File: config.mk
export PLATFORM = sky130hd
export DESIGN_NAME = gray_rx_decoder
export DESIGN_NICKNAME = d
export VERILOG_FILES = /design/src/rtl/gray_pkg.sv /design/src/rtl/gray_rx_decoder_gtob.sv /design/src/rtl/gray_rx_decoder.sv
export SDC_FILE = /design/constraint.sdc
export NUM_CORES = 1
export LEC_CHECK = 0
export CAP_MARGIN = 20
export CORE_MARGIN = 5
export CORE_UTILIZATION = 48
export DETAILED_ROUTE_END_ITERATION = 8
export GPL_ROUTABILITY_DRIVEN = 1
export PLACE_DENSITY = 0.85
export SLEW_MARGIN = 25
export SYNTH_ARGS = -nofsm -noshare
export SYNTH_HDL_FRONTEND = slang
export SYNTH_SLANG_ARGS = --single-unit
File: constraint.sdc
create_clock -name clk -period 2.36 [get_ports clk]
set_input_delay 0.236 -clock clk [delete_from_list [all_inputs] [get_ports clk]]
set_output_delay 0.236 -clock clk [all_outputs]
set_load 0.02 [all_outputs]
File: src/rtl/gray_pkg.sv
// rtl/gray_pkg.sv - shared widths, limits and FSM state type for the Gray receive decoder
package gray_pkg;
  localparam int GRAY_W  = 4;
  localparam int MOVES_W = 8;
  localparam logic [MOVES_W-1:0] MOVES_MAX = 8'd255;

  typedef enum logic [1:0] {
    ST_IDLE,
    ST_TRACK,
    ST_ERROR
  } state_t;
endpackage

File: src/rtl/gray_rx_decoder_gtob.sv
// rtl/gray_rx_decoder_gtob.sv - combinational Gray-to-binary decode (module gtob)
module gtob
  import gray_pkg::*;
(
  input  logic [GRAY_W-1:0] g,
  output logic [GRAY_W-1:0] b
);

  // Each binary bit is the XOR of all Gray bits at or above it.
  always_comb begin
    b = g;
    for (int i = 1; i < GRAY_W; i++) begin
      b = b ^ (g >> i);
    end
  end

endmodule

File: src/rtl/gray_rx_decoder.sv
// rtl/gray_rx_decoder.sv - Gray-code receive decoder/tracker; GRAY_RX_SYNC_EN adds a 2-flop input synchroniser
module gray_rx_decoder
  import gray_pkg::*;
(
  input  logic               clk,
  input  logic               rst,
  input  logic               G0,
  input  logic               G1,
  input  logic               G2,
  input  logic               G3,
  input  logic               clr_err,
  output logic               B0,
  output logic               B1,
  output logic               B2,
  output logic               B3,
  output logic               valid,
  output logic               dir,
  output logic               step,
  output logic               wrap,
  output logic               step_err,
  output logic [MOVES_W-1:0] moves
);

  logic [GRAY_W-1:0] g_in;
  logic [GRAY_W-1:0] samp;
  logic [GRAY_W-1:0] dec;
  logic              samp_vld;

  assign g_in = {G3, G2, G1, G0};

  // fill_q marks when the sample stage holds a real post-reset sample,
  // so IDLE never loads the reset contents of the sampling flops.
`ifdef GRAY_RX_SYNC_EN
  logic [GRAY_W-1:0] sync1_q;
  logic [GRAY_W-1:0] sync2_q;
  logic [1:0]        fill_q;

  always_ff @(posedge clk) begin
    if (rst) begin
      sync1_q <= '0;
      sync2_q <= '0;
      fill_q  <= '0;
    end else begin
      sync1_q <= g_in;
      sync2_q <= sync1_q;
      fill_q  <= {fill_q[0], 1'b1};
    end
  end

  assign samp     = sync2_q;
  assign samp_vld = fill_q[1];
`else
  logic [GRAY_W-1:0] samp_q;
  logic              fill_q;

  always_ff @(posedge clk) begin
    if (rst) begin
      samp_q <= '0;
      fill_q <= 1'b0;
    end else begin
      samp_q <= g_in;
      fill_q <= 1'b1;
    end
  end

  assign samp     = samp_q;
  assign samp_vld = fill_q;
`endif

  gtob u_gtob (
    .g (samp),
    .b (dec)
  );

  state_t               state_q, state_nxt;
  logic [GRAY_W-1:0]    b_q, b_nxt;
  logic [GRAY_W-1:0]    b_inc, b_dec;
  logic                 valid_q, valid_nxt;
  logic                 dir_q, dir_nxt;
  logic                 step_q, step_nxt;
  logic                 wrap_q, wrap_nxt;
  logic                 err_q, err_nxt;
  logic [MOVES_W-1:0]   moves_q, moves_nxt;

  assign b_inc = b_q + GRAY_W'(1);
  assign b_dec = b_q - GRAY_W'(1);

  always_ff @(posedge clk) begin
    if (rst) begin
      state_q <= ST_IDLE;
      b_q     <= '0;
      valid_q <= 1'b0;
      dir_q   <= 1'b1;
      step_q  <= 1'b0;
      wrap_q  <= 1'b0;
      err_q   <= 1'b0;
      moves_q <= '0;
    end else begin
      state_q <= state_nxt;
      b_q     <= b_nxt;
      valid_q <= valid_nxt;
      dir_q   <= dir_nxt;
      step_q  <= step_nxt;
      wrap_q  <= wrap_nxt;
      err_q   <= err_nxt;
      moves_q <= moves_nxt;
    end
  end

  always_comb begin
    state_nxt = state_q;
    b_nxt     = b_q;
    valid_nxt = valid_q;
    dir_nxt   = dir_q;
    step_nxt  = 1'b0;
    wrap_nxt  = 1'b0;
    err_nxt   = err_q;
    moves_nxt = moves_q;

    // clr_err takes priority over whatever the tracker sees this cycle.
    if (clr_err) begin
      state_nxt = ST_IDLE;
      err_nxt   = 1'b0;
      valid_nxt = 1'b0;
      moves_nxt = '0;
    end else begin
      case (state_q)
        ST_IDLE: begin
          if (samp_vld) begin
            b_nxt     = dec;
            valid_nxt = 1'b1;
            moves_nxt = '0;
            state_nxt = ST_TRACK;
          end
        end
        ST_TRACK: begin
          if (dec == b_inc) begin
            b_nxt    = dec;
            dir_nxt  = 1'b1;
            step_nxt = 1'b1;
            wrap_nxt = (b_q == '1);
            if (moves_q != MOVES_MAX) moves_nxt = moves_q + MOVES_W'(1);
          end else if (dec == b_dec) begin
            b_nxt    = dec;
            dir_nxt  = 1'b0;
            step_nxt = 1'b1;
            wrap_nxt = (b_q == '0);
            if (moves_q != MOVES_MAX) moves_nxt = moves_q + MOVES_W'(1);
          end else if (dec != b_q) begin
            state_nxt = ST_ERROR;
            err_nxt   = 1'b1;
            valid_nxt = 1'b0;
          end
        end
        ST_ERROR: begin
        end
        default: begin
          state_nxt = ST_IDLE;
        end
      endcase
    end
  end

  assign {B3, B2, B1, B0} = b_q;
  assign valid    = valid_q;
  assign dir      = dir_q;
  assign step     = step_q;
  assign wrap     = wrap_q;
  assign step_err = err_q;
  assign moves    = moves_q;

endmodule

**Word-level counts from Yosys, hierarchy flattened**

Index checks and enable logic that the tools add are counted.

- Bits in registers: 24
- Latch bits: 0
- RAM bits: 0
- Bits in read-only memories: 0
- Bits of input ports: 7
- Output and inout bits: 17
- Logic and storage cells: 71
- Memories kept: 0

- Add/sub/neg operators: 3
- $mul: 0
- Divide/modulo/power cells: 0
- $lt $le $gt $ge: 0
- Equality and inequality tests: 12
- Shift-type cells: 0
- Muxes and demuxes: 26
- Bitwise operators: 8
- Reduce and logical (&&, ||, !) cells: 12

Operators by type and width:

| operator | count |
|---|---|
| $mux W8 | 4 |
| $pmux W8 S2 | 1 |
| $mux W4 | 3 |
| $mux W1 | 11 |
| $reduce_and A5 Y1 | 2 |
| $add A8 B1 Y8 const B | 1 |
| $eq A4 B4 Y1 | 2 |
| $mux W2 | 4 |
| $ne A2 B2 Y1 const B | 4 |
| $ne A8 B8 Y1 const B | 1 |
| $pmux W4 S2 | 1 |
| $reduce_and A4 Y1 | 2 |
| $pmux W2 S3 | 1 |
| $reduce_and A3 Y1 | 2 |
| $not A1 Y1 | 5 |
| $add A4 B1 Y4 const B | 1 |
| $eq A4 B4 Y1 const B | 1 |
| $logic_not A4 Y1 | 1 |
| $ne A4 B4 Y1 | 1 |
| $reduce_bool A2 Y1 | 2 |
| $sub A4 B1 Y4 const B | 1 |
| $xor A4 B1 Y4 | 1 |
| $xor A4 B2 Y4 | 1 |
| $xor A4 B3 Y4 | 1 |
| 7 further kinds | 7 |

**Logic depth before layout (Yosys ltp)**

- Depth in word-level cells: 8
- Gate-level depth with buffers: 9
- Mapped depth without buffers: 8

**Cells and area by module**

From an unflattened synthesis, not the netlist that was laid out.

- Cells, all modules: 135
- Area, all modules: 1213.7 µm²

Modules (own cells, without submodules):

| module | instances | cells each | area an instance (µm²) | sequential area each (µm²) |
|---|---|---|---|---|
| gray_rx_decoder | 1 | 130 | 1163.6 | 480.5 |
| gtob | 1 | 5 | 50.0 | 0.0 |

**Worst setup path before layout**

OpenSTA, ideal clock, no wires.

- Path type: register to register
- From: register b_q[1]
- To: register b_q[0]
- Data arrival time: 2.570 ns
- Path slack: -0.331 ns
- Stages on the path, launching flop included: 10
- Path buffers: 1
- Cells stage by stage: dfxtp_1 clkbuf_2 inv_1 ha_1 xnor2_1 mux4_2 mux2i_4 o211a_4 o21ai_4 mux2_4

- Longest elaborated chain between the ends: 4
- Elaborated cells between the ends (all ways): 8
- Those cells by class: add/sub (2); eq/ne (3); mux (2); reduce/logical (1)

Ends and longest elaborated chain:

| element | RTL line | source |
|---|---|---|
| from (decl) | gray_rx_decoder.sv:76 | `logic [GRAY_W-1:0] b_q, b_nxt;` |
| from (signal assigned) | gray_rx_decoder.sv:100 | `b_q <= b_nxt;` |
| $add A4 B1 Y4 / $sub A4 B1 Y4 (equally long branches) | gray_rx_decoder.sv:85, gray_rx_decoder.sv:86 |  |
| $eq A4 B4 Y1, on equally long branches | gray_rx_decoder.sv:137, gray_rx_decoder.sv:143 |  |
| $ne A3 B3 Y1 (no line) / $mux W4 (equally long branches) | n/a |  |
| $reduce_and A4 Y1 (no line) / $pmux W4 S2 (equally long branches) | n/a |  |

Several ways; a longest one is shown, not always the timed one.
A chain may end at the register's enable or synchronous reset.

**Worst setup path in the final report**

- From: register b_q[0]
- To: register b_q[1]

Same word-level chain as after synthesis.

==> reports/metrics.yaml <==
holdBufCountCts: 0
ir_drop_mv: 0.355
fin_ws_ns: 0.00922
rrSetupSlack_ns: 0.009
grt_usage: 0.169
dp_hpwl_um: 2790
grt_pass1_vias: 1348
status: "finished, final reports clean"
path_cells: "inv_4, ha_4, xnor2_4, mux4_2, mux2i_4, o211a_4, o21ai_4, mux2_4"
synth-seq-area-share: 0.307
stdcell_count: 244
synth_mux_area_frac: 0.0743
worstPathArrival_ns: 2.58
finalSetupTns_ns: 0
reg2reg_from: "b_q[0]"
antenna_found_initial: 0
min_to: "samp[0]"
coreArea_um2: 3100
syn-instance-count: 166
die_w_um: 67.1
slowest_stage: "mux4_2"
drtPass1Iterations: 4
power_mw: 1.01
rsz0062_at_grt: "yes"
worstHoldStart: "G0"
powerDensity_nw_per_um2: 506
maxCapViolCount: 0
min_path_cells: 2
die_area_um2: 4510
htree_levels: 1
cp.buffers_inverters: 1
synth_nets: 177
place_ws_ns: -0.0557
slew_headroom: 0.709
slew_viol_final: 0
port_buffers: 23
synthAdderAreaFrac: 0.0319
synth-edff-count: 0
drcViolationCount: 0
cpPeakStageDelay_ns: 0.55
grt_max_degree: 14
num_vias: 1360
routabilityCongestion: 0.904
cts.sinks: 24
finalCritPeriodShare: 0.996
period_needed_ns: 2.35
fill_cells: 256
power.leakage_nw: 0.775
yosys.area_share.xor_xnor: 0.120
synthArstFlopShare: 0
grt_pass1_wl_um: 5860
vias_per_cell: 5.57
endpoint_kind: "flip-flop"
synth.distinct_cells: 59
path_class: "flip-flop to flip-flop"
cp_data_required_time_ns: 2.59
clock_skew_ns: 0.00324
insertion_delay_ns: 0.32
finalSetupViolations: 0
path_depth: 8
synth_top_family_by_area: "simple AND/OR/NAND/NOR gates"
hold_ws_ns: 0.449
routedWlPerCell_um: 14.4
synth_area_um2: 1570
syn_area_per_cell_um2: 9.44
std_cell_rows: 20
fmax_mhz: 425
layout-drive-gt1-share: 0.225
yosysTopAreaCell: "dfxtp_1"
synth_compound_area_frac: 0.192
cts_buffer_depth: 2
ys_warn_count: 0
path_clk_slew_ns: 0.13
cts_tree: "done"
yosys-top-cells-count: "dfxtp_1 (24), nor2_1 (16), inv_1 (11), nand2_1 (11), nand3_1 (8)"
wl_um: 3520
dieHeight_um: 67.1
ff2ff_path_depth: 8
antenna_cells: 0
yosys.area_share.simple: 0.216
cp_max_fo: 8
synthTopCellsByArea: "dfxtp_1 (31%), nor2_1 (3.8%), xnor2_1 (3.4%)"
final_nets: 212
cp-start-kind: "flip-flop"
yosysTopAreaCellShare: 0.307
drt-initial-drc-count: 52
yosysMostFrequentCell: "dfxtp_1"
worstMarginPinSlew_ns: 0.433
ios: 24
root_buffer: "clkbuf_4"
start_util: 0.505
hold_viol_final: 0
cts_buffers: 3
ant_nets: 0
dp_cells: 239
hold_class: "input pin to flip-flop"
synth-main-ff-cell: "dfxtp_1"
synth-seq-cells: 24
cp_top_family: "multiplexers"
grt.overflow.total: 0
r2r_end: "b_q[1]"
area_growth_pct: 27.3
registers in the layout (all words and copies together) (netlist names):
register and cells:
fill_q 1, valid 1, moves 8, wrap 1
step_err 1, dir 1, step 1, b_q 4
samp 4, state_q 2
report_power, final:
part / internal, mW / total [mW] / switching [mW]
combinational: 0.167 / 0.344 / 0.177
clock: 0.0945 / 0.224 / 0.130
sequential: 0.420 / 0.440 / 0.0199
logic make-up (layout without fill, tap and decap cells):
| group | count (synthesis) | count (layout) |
|---|---|---|
| DFF | 24 | 24 |
| xor gates and xnor gates | 14 | 14 |
| buffers and inverters | 17 | 51 |
| muxes | 8 | 8 |
| and+or+nand+nor | 63 | 63 |
| AOI/OAI and AO/OA | 36 | 36 |
| adders and majority gates | 4 | 4 |
placed cells by master (no fill, tap or decap), types with 4 or more instances in the layout:
cell type,count
nand2_1,11
buf_4,13
xnor2_1,5
nor2_1,16
a21oi_1,4
inv_1,9
o21ai_0,7
clkdlybuf4s50_1,23
nand3_1,8
nor2b_1,6
dfxtp_1,21
cell type report:
class	instances	area (um^2)	share of cell area
Multi-Input combinational cell	125	1040	0.521
Sequential cell	24	489	0.245
Tap cell	44	55.1	0.0276
Clock buffer	4	36.3	0.0182
Timing Repair Buffer	36	328	0.164
Inverter	11	46.3	0.0232
through the flow:
step / instance area [um^2] / utilization
global route: 1990 / 0.643
global placement: 1920 / 0.619
CTS: 1980 / 0.639
floorplan: 1610 / -
finish: 1990 / 0.643
detailed placement: 1920 / 0.619
worst max-delay path by stage:
stage,from,endpoint
finish,b_q[0],b_q[1]
global route,b_q[0],b_q[0]
CTS,b_q[0],b_q[1]
detailed placement,b_q[0],b_q[1]
global placement,b_q[0],b_q[1]
floorplan,b_q[1],b_q[0]
layer usage:
metal  global-route usage  wire (um)
met1                0.203       1490
met2                0.306       1860
met3               0.0202        109
met4               0.0582         55
met5                    0          0
repair_timing:
item | CTS | global route
pin swaps | 3 | 4
resized for setup | 3 | 4
cloned | 0 | 0
buffers inserted | 1 | 0
endpoints found under the setup margin | 8 | 8
Power figures use the tool's default switching activity.
